$ cat config.mk
export PLATFORM = sky130hd
export DESIGN_NAME = cell_scan_sequencer_flat
export DESIGN_NICKNAME = d
export VERILOG_FILES = /design/src/rtl/cell_scan_sequencer_if.sv /design/src/rtl/cell_scan_sequencer.sv /design/src/flat_wrapper.sv
export SDC_FILE = /design/constraint.sdc
export NUM_CORES = 1
export LEC_CHECK = 0
export BUFFER_PORTS_ARGS = -buffer_cell sky130_fd_sc_hd__buf_2
export CAP_MARGIN = 10
export CORE_MARGIN = 2
export CORE_UTILIZATION = 49
export DETAILED_ROUTE_END_ITERATION = 12
export PLACE_DENSITY_LB_ADDON = 0.05
export REMOVE_ABC_BUFFERS = 1
export SYNTH_ARGS = -nofsm -noshare
export SYNTH_HDL_FRONTEND = slang
export SYNTH_SLANG_ARGS = --single-unit
$ cat constraint.sdc
create_clock -name clk -period 2.54 [get_ports clk]
set_input_delay 0.381 -clock clk [delete_from_list [all_inputs] [get_ports clk]]
set_output_delay 0.381 -clock clk [all_outputs]
set_load 0.01 [all_outputs]
$ cat src/rtl/cell_scan_sequencer_if.sv
// rtl/cell_scan_sequencer_if.sv - divider port and cell beat stream of the scan sequencer
interface cell_scan_sequencer_if #(
  parameter int N_WIDTH = 10,
  parameter int D_WIDTH = 8
);
  logic [N_WIDTH-1:0] div_num;
  logic [D_WIDTH-1:0] div_den;
  logic [N_WIDTH-1:0] div_quot;
  logic [D_WIDTH-1:0] div_rem;

  logic               out_valid;
  logic               out_ready;
  logic [N_WIDTH-1:0] out_index;
  logic [N_WIDTH-1:0] out_row;
  logic [D_WIDTH-1:0] out_col;
  logic               out_last;

  modport master (
    output div_num, div_den,
    input  div_quot, div_rem,
    output out_valid, out_index, out_row, out_col, out_last,
    input  out_ready
  );

  modport slave (
    input  div_num, div_den,
    output div_quot, div_rem,
    input  out_valid, out_index, out_row, out_col, out_last,
    output out_ready
  );
endinterface

$ cat src/rtl/cell_scan_sequencer.sv
// rtl/cell_scan_sequencer.sv - raster sweep of the Life grid, one cell beat per clock
module cell_scan_sequencer #(
  parameter int N_WIDTH = 10,
  parameter int D_WIDTH = 8,
  parameter int GRID_W  = 32,
  parameter int GRID_H  = 24
) (
  input  logic                  clk,
  input  logic                  rst_n,
  input  logic                  start,
  input  logic                  abort,
  output logic                  busy,
  output logic                  done,
  cell_scan_sequencer_if.master bus
);
  localparam int CELLS = GRID_W * GRID_H;
  localparam logic [N_WIDTH-1:0] LAST_IDX = N_WIDTH'(CELLS - 1);

  if (CELLS > (2 ** N_WIDTH)) begin : g_bad_cells
    $error("cell_scan_sequencer: GRID_W*GRID_H exceeds the index range");
  end
  if (GRID_W >= (2 ** D_WIDTH)) begin : g_bad_width
    $error("cell_scan_sequencer: GRID_W does not fit the divisor width");
  end

  typedef enum logic [1:0] {IDLE, SCAN, DRAIN} state_t;

  state_t             state;
  logic [N_WIDTH-1:0] idx;
  logic               out_valid;
  logic [N_WIDTH-1:0] out_index;
  logic [N_WIDTH-1:0] out_row;
  logic [D_WIDTH-1:0] out_col;
  logic               out_last;

  // The external divider is combinational, so quotient/remainder of idx are
  // available in the same cycle and get captured alongside idx itself.
  assign bus.div_num   = idx;
  assign bus.div_den   = D_WIDTH'(GRID_W);
  assign bus.out_valid = out_valid;
  assign bus.out_index = out_index;
  assign bus.out_row   = out_row;
  assign bus.out_col   = out_col;
  assign bus.out_last  = out_last;

  always_ff @(posedge clk or negedge rst_n) begin
    if (!rst_n) begin
      state     <= IDLE;
      idx       <= '0;
      out_valid <= 1'b0;
      out_index <= '0;
      out_row   <= '0;
      out_col   <= '0;
      out_last  <= 1'b0;
      done      <= 1'b0;
      busy      <= 1'b0;
    end else begin
      done <= 1'b0;
      if (abort) begin
        state     <= IDLE;
        idx       <= '0;
        out_valid <= 1'b0;
        out_last  <= 1'b0;
        busy      <= 1'b0;
      end else begin
        case (state)
          IDLE: begin
            if (start) begin
              idx   <= '0;
              state <= SCAN;
              busy  <= 1'b1;
            end
          end
          SCAN: begin
            if (!out_valid || bus.out_ready) begin
              out_index <= idx;
              out_row   <= bus.div_quot;
              out_col   <= bus.div_rem;
              out_valid <= 1'b1;
              out_last  <= (idx == LAST_IDX);
              if (idx == LAST_IDX) begin
                state <= DRAIN;
              end else begin
                idx <= idx + 1'b1;
              end
            end
            // Otherwise the beat is stalled (valid && !ready): hold everything.
          end
          DRAIN: begin
            if (out_valid && bus.out_ready) begin
              out_valid <= 1'b0;
              out_last  <= 1'b0;
              done      <= 1'b1;
              busy      <= 1'b0;
              state     <= IDLE;
            end
          end
          default: begin
            state     <= IDLE;
            out_valid <= 1'b0;
            out_last  <= 1'b0;
            busy      <= 1'b0;
          end
        endcase
      end
    end
  end
endmodule

$ cat src/flat_wrapper.sv
// flat-port wrapper written by rule: the top's interface ports become plain ports
module cell_scan_sequencer_flat 
#(
  parameter int N_WIDTH = 10,
  parameter int D_WIDTH = 8,
  parameter int GRID_W  = 32,
  parameter int GRID_H  = 24
)
  (clk, rst_n, start, abort, busy, done, bus_div_num, bus_div_den, bus_div_quot, bus_div_rem, bus_out_valid, bus_out_index, bus_out_row, bus_out_col, bus_out_last, bus_out_ready);
  cell_scan_sequencer_if #(.N_WIDTH(N_WIDTH), .D_WIDTH(D_WIDTH)) bus_i ();
  input  logic clk;
  input  logic rst_n;
  input  logic start;
  input  logic abort;
  output logic busy;
  output logic done;
  output wire logic [$bits(bus_i.div_num)-1:0] bus_div_num;
  output wire logic [$bits(bus_i.div_den)-1:0] bus_div_den;
  input wire logic [$bits(bus_i.div_quot)-1:0] bus_div_quot;
  input wire logic [$bits(bus_i.div_rem)-1:0] bus_div_rem;
  output wire logic [$bits(bus_i.out_valid)-1:0] bus_out_valid;
  output wire logic [$bits(bus_i.out_index)-1:0] bus_out_index;
  output wire logic [$bits(bus_i.out_row)-1:0] bus_out_row;
  output wire logic [$bits(bus_i.out_col)-1:0] bus_out_col;
  output wire logic [$bits(bus_i.out_last)-1:0] bus_out_last;
  input wire logic [$bits(bus_i.out_ready)-1:0] bus_out_ready;
  assign bus_div_num = bus_i.div_num;
  assign bus_div_den = bus_i.div_den;
  assign bus_i.div_quot = bus_div_quot;
  assign bus_i.div_rem = bus_div_rem;
  assign bus_out_valid = bus_i.out_valid;
  assign bus_out_index = bus_i.out_index;
  assign bus_out_row = bus_i.out_row;
  assign bus_out_col = bus_i.out_col;
  assign bus_out_last = bus_i.out_last;
  assign bus_i.out_ready = bus_out_ready;
  cell_scan_sequencer #(.N_WIDTH(N_WIDTH), .D_WIDTH(D_WIDTH), .GRID_W(GRID_W), .GRID_H(GRID_H)) u_core (.clk(clk), .rst_n(rst_n), .start(start), .abort(abort), .busy(busy), .done(done), .bus(bus_i));
endmodule
==> metrics <==
final RePlAce weighted congestion=approximately 0.79; DR WL/cell=13.3 um; Worst Setup End Kind=flip-flop; sequential fraction of the synthesis area=0.550; Core ar.=3970 um2; Hold Crit Class=input port to async pin; initial antenna violation count=0; chain of cells forming the critical path=or3b_1 -> nor4_4 -> or2_1 -> o21ai_0 -> o31ai_1; Net count, final=roughly 250; Seq cells post-synth=44; grt ovf=0; Area contributors post-synth=dfrtp_1 (55%), mux2_2 (16%), buf_4 (3.4%); DRT Wirelength=3750 um; Final setup viols=0; Starting DRT DRC Count=73; Layout Skew=0.00429 ns; setup repair bufs after CTS=0; largest stage delay on the critical path=a little under 0.6 ns; Filler cells=between 300 and 400; Main synth FF type=dfrtp_1; die width=67.9 um; critical path's slowest cell=or3b_1; first-pass GRT wire length=around 6000 um; largest net degree at the start of global routing=45; Critical path buffers and inverters=0; ys async rst share=1.00; relative slew slack=0.378; port buffer count=64; Synth area leader=dfrtp_1; Vias=approximately 1500; DP HPWL=2840 um; layout cell share with drive strength beyond 1=0.463; Initial Util=0.504; CP required=2.74 ns; area grow syn2layout=19.4%; CP arrival=2.31 ns; GRT Total Usage=0.176; RSZ-0062 raised after global routing=no; clk_lat worst skew=a little under 0.3 ns; # DRC=0; First-pass DRT Iterations=5; count of pins over their slew limit=0; f_max=~0.47 GHz; critical path startpoint category=flip-flop; IO Count=73; row cnt=23; synthesized instance count=around 170; Reg area=between 1000 and 1500 um2; overall power=roughly 0.0015 W; Die Y=67.9 um; clock buffer depth=2; P_leak=~1.2 nW; CP top delay family=simple AND/OR/NAND/NOR gates; top cell type's share of synthesized area=0.550; antenna cells=0; Final Cycle Share=0.833; critical path class=flip-flop to flip-flop; vias per cell=about 5.2; hold buffers post-CTS=0; CTS clk-pin slew, worst paths=0.08 ns; setup_tns=0 ns; Antenna Nets Post-Route=0; root buf cell=clkbuf_8; EDFF count, synth=0; vias in the first global route=1344; final hold violation count=0; CTS resizes=0; Max VDD drop=approximately 420 uV; run status=finished, final reports clean; Syn Std Cell Area=around 2000 um2; Netlist cell types=37; critical-path maximum fanout=10; total CTS buffers=5; max-cap viol count=0; Multi-input gate area=about 790 um2; TritonCTS clock tree=yes; htree depth=2; Pwr Density=roughly 630 nW/um2; worst slew pin tran=0.933 ns; Clock Sinks=between 40 and 50; Ys Warns=0; Mean Syn Cell Area=11.9 um2; flop-to-flop setup slack=between 0.4 and 0.5 ns; Final min period=~2.1 ns; full die area=roughly 4600 um2
-- cells by family (layout without fill, tap and decap cells) --
logic type	after synthesis	after routing	share of synthesized area
buf+inv	19	76	0.0644
simple gates	44	44	0.124
other cells	2	8	0.00375
compound gates	28	28	0.0844
mux	30	30	0.167
flops	44	44	0.550
fa+ha+maj	1	1	0.00625
-- worst paths after layout --
kind	startpoint	endpoint	cells after the start
setup / recovery	u_core.state[1]$_DFFE_PN0P_	u_core.bus.div_num[5]$_DFFE_PN0P_	5
hold / removal	rst_n	u_core.bus.out_index[9]$_DFFE_PN0P_	1
setup reg to reg	u_core.state[1]$_DFFE_PN0P_	u_core.bus.div_num[5]$_DFFE_PN0P_	5
hold reg to reg	u_core.bus.out_index[4]$_DFFE_PN0P_	u_core.bus.out_index[4]$_DFFE_PN0P_	1
max in group asynchronous	rst_n	u_core.bus.div_num[4]$_DFFE_PN0P_	1
min in group clk	bus_div_quot[2]	u_core.bus.out_row[2]$_DFFE_PN0P_	2
-- power by group --
part	switching (W)	internal, W	leakage, nW
Clock	0.000213	0.000222	0.0455
Sequential	0.0000376	0.000771	0.571
Combinational	0.000129	0.000126	0.604
Total	0.000379	0.00112	1.22
-- stage by stage --
stage	instance area (um2)	utilization	worst slack, ns	instances	hold WS (ns)
after global placement	2300	0.579	0.515	273	0.482
after CTS	2390	0.602	0.443	281	0.272
after detailed placement	2300	0.579	0.448	273	0.487
after floorplan	1900	-	0.348	157	0.0854
final	2390	0.602	0.423	281	0.235
after global routing	2390	0.602	0.253	281	0.306
-- worst reg2reg max path, delay by kind of cell (launching register included) --
kind | cells | cell delay, ns
AO/OA/AOI/OAI | 2 | 0.23
flip-flops | 1 | 0.49
AND/OR/NAND/NOR | 3 | 1.30
-- Yosys cell counts (all sizes together) (2+ instances only) --
| library cell | n |
|---|---|
| dfrtp | 44 |
| mux2 | 28 |
| buf | 15 |
| o21ai | 13 |
| nor2 | 12 |
| nand2 | 10 |
| a21oi | 7 |
| nand3 | 4 |
| nand4 | 3 |
| nor3 | 3 |
| o31ai | 3 |
| or2 | 3 |
| clkbuf | 2 |
| conb | 2 |
| inv | 2 |
| mux2i | 2 |
| nor4 | 2 |
-- registers in the layout (all words and copies together) (netlist names) --
name	cells
u_core.bus.out_row	10
u_core.bus.div_num	10
u_core.bus.out_col	8
u_core.busy	1
u_core.bus.out_index	10
u_core.bus.out_valid	1
u_core.state	2
u_core.bus.out_last	1
u_core.done	1
-- cell type report --
cell class / instances / share of cell area
inverters: 2 / 0.00314
well taps: 50 / 0.0262
flip-flops and latches: 44 / 0.460
clock buffers: 8 / 0.0377
multi-input cells: 111 / 0.332
repair buffers: 66 / 0.140
-- layout by cell type, fill, tap and decap left out, types with 2 or more instances in the layout --
cell type / Yosys / layout
clkbuf_1: 2 / 2
inv_1: 2 / 2
dfrtp_1: 44 / 44
nor2_1: 12 / 12
clkbuf_8: 0 / 6
o31ai_1: 3 / 3
o21ai_0: 12 / 12
conb_1: 2 / 8
nand4_1: 3 / 3
nand2_1: 10 / 10
mux2_2: 28 / 28
mux2i_1: 2 / 2
nor3_1: 3 / 3
buf_4: 9 / 2
a21oi_1: 6 / 6
buf_2: 1 / 64
or2_2: 2 / 2
nand3_1: 4 / 4
-- routing by layer --
layer / GRT usage / wire length (um) / vias up
met2: 0.294 / 1870 / 50
met5: 0 / 0 / -
li1: - / - / 703
met3: 0.0411 / 246 / 4
met1: 0.223 / 1600 / 709
met4: 0.0675 / 30 / 0
Note: power is estimated with default switching activity, not from simulation.
